[config.mk]
export PLATFORM = sky130hd
export DESIGN_NAME = instr_encoder
export DESIGN_NICKNAME = d
export VERILOG_FILES = /design/src/rtl/instr_encoder.sv
export SDC_FILE = /design/constraint.sdc
export NUM_CORES = 1
export LEC_CHECK = 0
export CORE_AREA = 2 2 167 292
export CTS_CLUSTER_DIAMETER = 150
export DETAILED_ROUTE_END_ITERATION = 10
export DIE_AREA = 0 0 169 294
export SLEW_MARGIN = 20
export SYNTH_ARGS = -nofsm -noshare
export SYNTH_HDL_FRONTEND = slang
export SYNTH_SLANG_ARGS = --single-unit
[constraint.sdc]
create_clock -name clk -period 9.6 [get_ports clk]
set_input_delay 2.88 -clock clk [delete_from_list [all_inputs] [get_ports clk]]
set_output_delay 2.88 -clock clk [all_outputs]
set_load 0.005 [all_outputs]
[src/rtl/instr_encoder.sv]
// instr_encoder: encodes ULM instruction fields into 32-bit words and writes
// them to program memory at consecutive word addresses through a 4-entry FIFO.
// Ports:
//   clk, rst                     clock, synchronous active-high reset
//   base_load, base_addr         reload write pointer (held pending while busy)
//   in_valid/in_ready            field handshake
//   in_opcode, in_r0..in_r2      opcode and register fields
//   in_imm                       immediate / offset / exit code
//   wr_en, wr_addr, wr_data      memory write request, stable until wr_ack
//   wr_ack                       memory accepted the write
//   err                          one-cycle pulse after a rejected instruction
//   word_count                   words written since reset or base_load
module instr_encoder (
    input  logic        clk,
    input  logic        rst,
    input  logic        base_load,
    input  logic [31:0] base_addr,
    input  logic        in_valid,
    output logic        in_ready,
    input  logic [7:0]  in_opcode,
    input  logic [3:0]  in_r0,
    input  logic [3:0]  in_r1,
    input  logic [3:0]  in_r2,
    input  logic [23:0] in_imm,
    output logic        wr_en,
    output logic [31:0] wr_addr,
    output logic [31:0] wr_data,
    input  logic        wr_ack,
    output logic        err,
    output logic [15:0] word_count
);

    localparam int unsigned DEPTH = 4;
    localparam int unsigned AW    = 2;
    localparam int unsigned CW    = 3;

    localparam logic [0:0] IDLE  = 1'b0;
    localparam logic [0:0] WRITE = 1'b1;

    logic [0:0]    state_q, state_d;
    logic [31:0]   mem [DEPTH];
    logic [AW-1:0] wr_idx, rd_idx, rd_nxt;
    logic [CW-1:0] cnt, cnt_after_deq, cnt_next;
    logic          base_pend;
    logic [31:2]   pend_addr;
    logic          base_addr_unused;

    logic [31:0]   enc_word;
    logic          legal;
    logic          deq, enq, accept, full, apply_base;
    logic          load_word;
    logic [31:0]   next_word;

    // Low address bits are discarded: the pointer is always word aligned.
    assign base_addr_unused = ^base_addr[1:0];

    // Field encoding and legality check
    always_comb begin
        enc_word        = '0;
        legal           = 1'b1;
        enc_word[31:24] = in_opcode;
        case (in_opcode)
            8'h01, 8'h31: begin
                enc_word[23:16] = in_imm[7:0];
                legal           = (in_imm[23:8] == 16'h0000);
            end
            8'h02, 8'h30, 8'h32: enc_word[23:20] = in_r0;
            8'h03, 8'h04, 8'h05, 8'h06: enc_word[23:0] = in_imm;
            8'h07: begin
                enc_word[23:20] = in_r0;
                enc_word[19:16] = in_r1;
            end
            8'h10: begin
                enc_word[23:20] = in_r0;
                enc_word[19:0]  = in_imm[19:0];
                legal           = (in_imm[23:20] == 4'h0);
            end
            8'h11, 8'h13: begin
                enc_word[23:20] = in_r0;
                enc_word[19:16] = in_r1;
                enc_word[15:12] = in_r2;
            end
            8'h12, 8'h14: begin
                enc_word[23:20] = in_r0;
                enc_word[19:16] = in_r1;
                enc_word[15:0]  = in_imm[15:0];
                legal           = (in_imm[23:16] == 8'h00);
            end
            8'h20, 8'h22, 8'h23, 8'h24: begin
                enc_word[23:20] = in_r0;
                enc_word[19:16] = in_r1;
                enc_word[15:0]  = in_imm[15:0];
            end
            default: legal = 1'b0;
        endcase
    end

    // Handshake: a full FIFO still accepts when its head leaves this cycle
    assign deq           = (state_q == WRITE) && wr_ack;
    assign full          = (cnt == CW'(DEPTH));
    assign in_ready      = !rst && !base_load && (!full || deq);
    assign accept        = in_valid && in_ready;
    assign enq           = accept && legal;
    assign cnt_after_deq = cnt - CW'(deq);
    assign cnt_next      = cnt_after_deq + CW'(enq);
    assign rd_nxt        = rd_idx + AW'(1);
    assign apply_base    = (state_q == IDLE) && (cnt == '0) && (base_load || base_pend);

    // Write FSM next state and next word to present on wr_data
    always_comb begin
        state_d   = state_q;
        load_word = 1'b0;
        next_word = mem[rd_idx];
        case (state_q)
            IDLE: begin
                if (cnt != '0) begin
                    state_d   = WRITE;
                    load_word = 1'b1;
                end
            end
            WRITE: begin
                if (deq) begin
                    if (cnt_next != '0) begin
                        load_word = 1'b1;
                        // With only the departing word stored, the next head is the one arriving now
                        next_word = (cnt >= CW'(2)) ? mem[rd_nxt] : enc_word;
                    end else begin
                        state_d = IDLE;
                    end
                end
            end
            default: state_d = IDLE;
        endcase
    end

    // State register
    always_ff @(posedge clk) begin
        if (rst) state_q <= IDLE;
        else     state_q <= state_d;
    end

    // FIFO storage
    always_ff @(posedge clk) begin
        if (enq) mem[wr_idx] <= enc_word;
    end

    // Pointers, counters and registered outputs
    always_ff @(posedge clk) begin
        if (rst) begin
            wr_en      <= 1'b0;
            wr_data    <= '0;
            wr_addr    <= '0;
            err        <= 1'b0;
            word_count <= '0;
            cnt        <= '0;
            wr_idx     <= '0;
            rd_idx     <= '0;
            base_pend  <= 1'b0;
            pend_addr  <= '0;
        end else begin
            err   <= accept && !legal;
            wr_en <= (state_d == WRITE);
            cnt   <= cnt_next;
            if (load_word) wr_data <= next_word;
            if (enq) wr_idx <= wr_idx + AW'(1);
            if (deq) begin
                rd_idx     <= rd_nxt;
                wr_addr    <= wr_addr + 32'd4;
                word_count <= word_count + 16'd1;
            end
            if (apply_base) begin
                wr_addr    <= base_load ? {base_addr[31:2], 2'b00} : {pend_addr, 2'b00};
                word_count <= '0;
                base_pend  <= 1'b0;
            end else if (base_load) begin
                base_pend <= 1'b1;
                pend_addr <= base_addr[31:2];
            end
        end
    end

endmodule

==> metrics.md <==
| Metric | Value |
|---|---|
| Status | finished, final reports clean |
| Seq/Total Area, Yosys | 0.533 |
| Fin area | 14,800 µm² |
| Total power | 0.00357 W |
| Clock tree buffer depth | 3 |
| Total number of vias | 8,802 |
| Worst path cell trace | clkdlybuf4s50_1, nor2b_1, a211oi_1, o32ai_1, o21bai_1, ha_1, inv_1, ha_1, fa_1, o31ai_4, buf_4, nand2_1, o22ai_1, a211oi_1 |
| Worst Path Max Fanout | 22 |
| Pin count of the biggest net entering global routing | 79 |
| DRC violations left | 0 |
| Crit path max-delay family | compound AO/OA/AOI/OAI gates |
| Total gr overflow | 0 |
| Setup crit start | in_opcode[4] |
| IO Count | 164 |
| Setup crit end kind | flop |
| Reg2reg end | wr_data[11]$_SDFFE_PP0P_ |
| R2R depth | 14 |
| CP Buf/Inv Count | 3 |
| IR drop worst, VDD | a little over 200 µV |
| Arr. time, crit path | 7.71 ns |
| Synth Warn # | 0 |
| Reg2reg setup slack | 5.28 ns |
| Post-synth EDFFs | 128 |
| Final nets | about 1,200 |
| Share of cells above drive strength 1 | 0.133 |
| Stages on worst setup path | 14 |
| Gpl congestion | 0.799 |
| CTS resizes | 0 |
| Setup repair after global routing missed its margin | no |
| Post-Syn Area | 11,700 µm² |
| Synth Flop Type | edfxtp_1 |
| Post-DP HPWL | 23.9 mm |
| Fraction of registers with async set/reset | 0 |
| Critical register-to-register path startpoint | wr_en$_SDFF_PP0_ |
| Syn Area/Cell | 11.7 µm² |
| Row cnt | about 110 |
| Worst slew pin tran | between 1 and 1.5 ns |
| Core area | 47,500 µm² |
| CTS Sinks | 248 |
| 1st-pass router iterations | 5 |
| Vert. Die Dim | 294 µm |
| Port buffer count | 159 |
| Antenna Nets Post-Route | 0 |
| Worst setup endpoint | wr_data[11]$_SDFFE_PP0P_ |
| Post-CTS Repair Setup Buffers | 0 |
| Critical Path Source Type | input port |
| Post-route setup TNS | 0 ns |
| Hold Path Class | flop to flop |
| Clock-pin slew on the worst setup and hold paths | 0.06 ns |
| Min Tclk post-route | 7.33 ns |
| Number of CTS-inserted buffers | 26 |
| Number of diodes | 0 |
| Critical Path Max Stage Delay | about 0.79 ns |
| CTS tree | built |
| Via/cell ratio | 5.03 |
| Final worst-path cycle share | 0.763 |
| First-pass GRT wire length | 53.0 mm |
| Drt total wl | about 35 mm |
| Max Clock Skew | 0.0140 ns |
| Initial core utilization | 0.247 |
| Die area | approximately 50,000 µm² |
| Root Driver | clkbuf_16 |
| Post-Syn Instances | around 1,000 |
| Post-DP Area | between 10,000 and 15,000 µm² |
| Total GRT Usage | 0.138 |
| Max cap viols | 0 |
| Final hold violations | 0 |
| Final Slew Violations | 0 |
| 1st-iter DRT viols | 511 |
| Crit-path slowest cell | clkdlybuf4s50_1 |
| Leak Pwr | 5.00 nW |
| Fmax | 136 MHz |
| Clk Latency, worst-skew pair | approximately 0.55 ns |
| PD cells | 241 nW/µm² |
| Worst setup path class | input port to flop |
| Synthesized flop and latch total | 248 |
| Avg WL per Cell | between 15 and 20 µm |
| Vias in the first global route | 8,900 |
| Area Growth Syn to Fin | 26.4% |
| H-Tree Depth | 1 |
| Critical Path RT | 9.98 ns |
| Initial antenna violation count | 0 |
| Yosys cell types | 62 |
| Die extent in x | ~170 µm |
| CTS Hold Bufs | 0 |
| Slew HR | 0.293 |
| Final Hold Slack | 0.449 ns |
| Endpoints failing setup | 0 |
state kept, by name, summed over array words and instances (netlist names), named ones only:
register	cells
mem	128
wr_data	32
pend_addr	30
wr_addr	30
word_count	16
cnt	3
rd_idx	2
wr_idx	2
base_pend	1
err	1
wr_en	1
worst register-to-register path, delay by kind of cell (launching register included):
family / cells / cell delay (ns)
DFF: 1 / 0.53
adders and majority gates: 3 / 0.95
AOI/OAI and AO/OA: 5 / 1.44
xor gates and xnor gates: 1 / 0.21
buffers and inverters: 2 / 0.32
and+or+nand+nor: 3 / 0.70
cell families (layout without fill, tap and decap cells):
group / after synthesis / after routing / synth area share
adder cells (fa/ha/maj): 10 / 10 / 0.0113
multiplexers: 96 / 96 / 0.151
flip-flops: 248 / 248 / 0.533
buffers and inverters: 90 / 247 / 0.0310
XOR/XNOR: 35 / 35 / 0.0262
AO/OA/AOI/OAI: 212 / 212 / 0.124
AND/OR/NAND/NOR: 306 / 306 / 0.123
other: 1 / 2 / 0.000320
layout by cell type (no fill, tap or decap), types with 5 or more instances in the layout:
master	count
inv_1	19
edfxtp_1	128
or3_1	6
a221oi_1	14
xnor2_1	14
a211oi_1	33
mux4_2	64
o22ai_1	15
dfxtp_1	117
o31a_1	6
nor2b_1	20
xor2_1	21
a21oi_1	53
o21ai_0	21
clkdlybuf4s50_1	157
nand3_1	18
ha_1	9
nand4_1	12
clkinv_2	7
nor4_1	6
nor2_2	5
and3_1	8
a31oi_1	12
a22oi_1	9
nand2_1	110
clkbuf_16	26
a311oi_1	6
mux2i_1	28
and2_1	14
nor3_1	18
buf_4	22
nor2_1	68
a21o_1	7
a22o_1	12
Yosys cell counts, types with 6 or more instances:
library cell  number  share of area
a211oi_1          33          0.021
a21o_1             7         0.0045
a21oi_1           53          0.023
a221oi_1          14          0.010
a22o_1            12         0.0090
a22oi_1            9         0.0058
a311oi_1           6         0.0045
a31oi_1           12         0.0064
and2_1            14         0.0075
and3_1             8         0.0043
buf_2              8         0.0034
clkbuf_1          56          0.018
dfxtp_1          120           0.21
edfxtp_1         128           0.33
ha_1               9         0.0096
inv_1             19         0.0061
mux2i_1           28          0.024
mux4_2            64           0.12
nand2_1          110          0.035
nand3_1           18         0.0077
nand4_1           12         0.0064
nor2_1            73          0.023
nor2b_1           22          0.012
nor3_1            18         0.0077
nor4_1             6         0.0032
o21ai_0           21         0.0090
o22ai_1           15         0.0080
o31a_1             6         0.0045
or3_1              6         0.0032
xnor2_1           14          0.010
xor2_1            21          0.016
area by class of cell:
cell class,count,area [µm²]
clock buffer,30,666
clock inverter,18,178
fill,4806,32700
inverter,19,71.3
multi-input combinational,661,5150
sequential,248,6250
tap,594,743
timing repair buffer,180,1740
report_power, final:
group	internal (W)	switching (W)
registers	0.00125	0.000131
logic	0.000544	0.000638
clock network	0.000579	0.000432
stage by stage:
step,setup slack [ns],utilization,cells
after detailed placement,1.74,0.294,1702
after floorplan,3.11,-,999
after CTS,2.28,0.312,1750
final,2.27,0.312,1750
after global routing,1.95,0.312,1750
after global placement,1.84,0.294,1702
layer usage:
metal	GRT usage	wire length [µm]	vias up
li1	-	-	4070
met1	0.152	13100	4385
met2	0.265	19000	292
met3	0.0214	1880	55
met4	0.0479	1070	0
met5	0	0	-
worst min path at each step:
| stage | from | to | slack, ns | cells past startpoint |
|---|---|---|---|---|
| after global placement | pend_addr[20]$_SDFFE_PP0P_ | pend_addr[20]$_SDFFE_PP0P_ | 0.44 | 2 |
| final | pend_addr[25]$_SDFFE_PP0P_ | pend_addr[25]$_SDFFE_PP0P_ | 0.45 | 2 |
| after detailed placement | pend_addr[29]$_SDFFE_PP0P_ | pend_addr[29]$_SDFFE_PP0P_ | 0.44 | 2 |
| after global routing | pend_addr[25]$_SDFFE_PP0P_ | pend_addr[25]$_SDFFE_PP0P_ | 0.47 | 2 |
| after floorplan | pend_addr[20]$_SDFFE_PP0P_ | pend_addr[20]$_SDFFE_PP0P_ | 0.43 | 2 |
| after CTS | pend_addr[29]$_SDFFE_PP0P_ | pend_addr[29]$_SDFFE_PP0P_ | 0.45 | 2 |
Power figures use the tool's default switching activity.
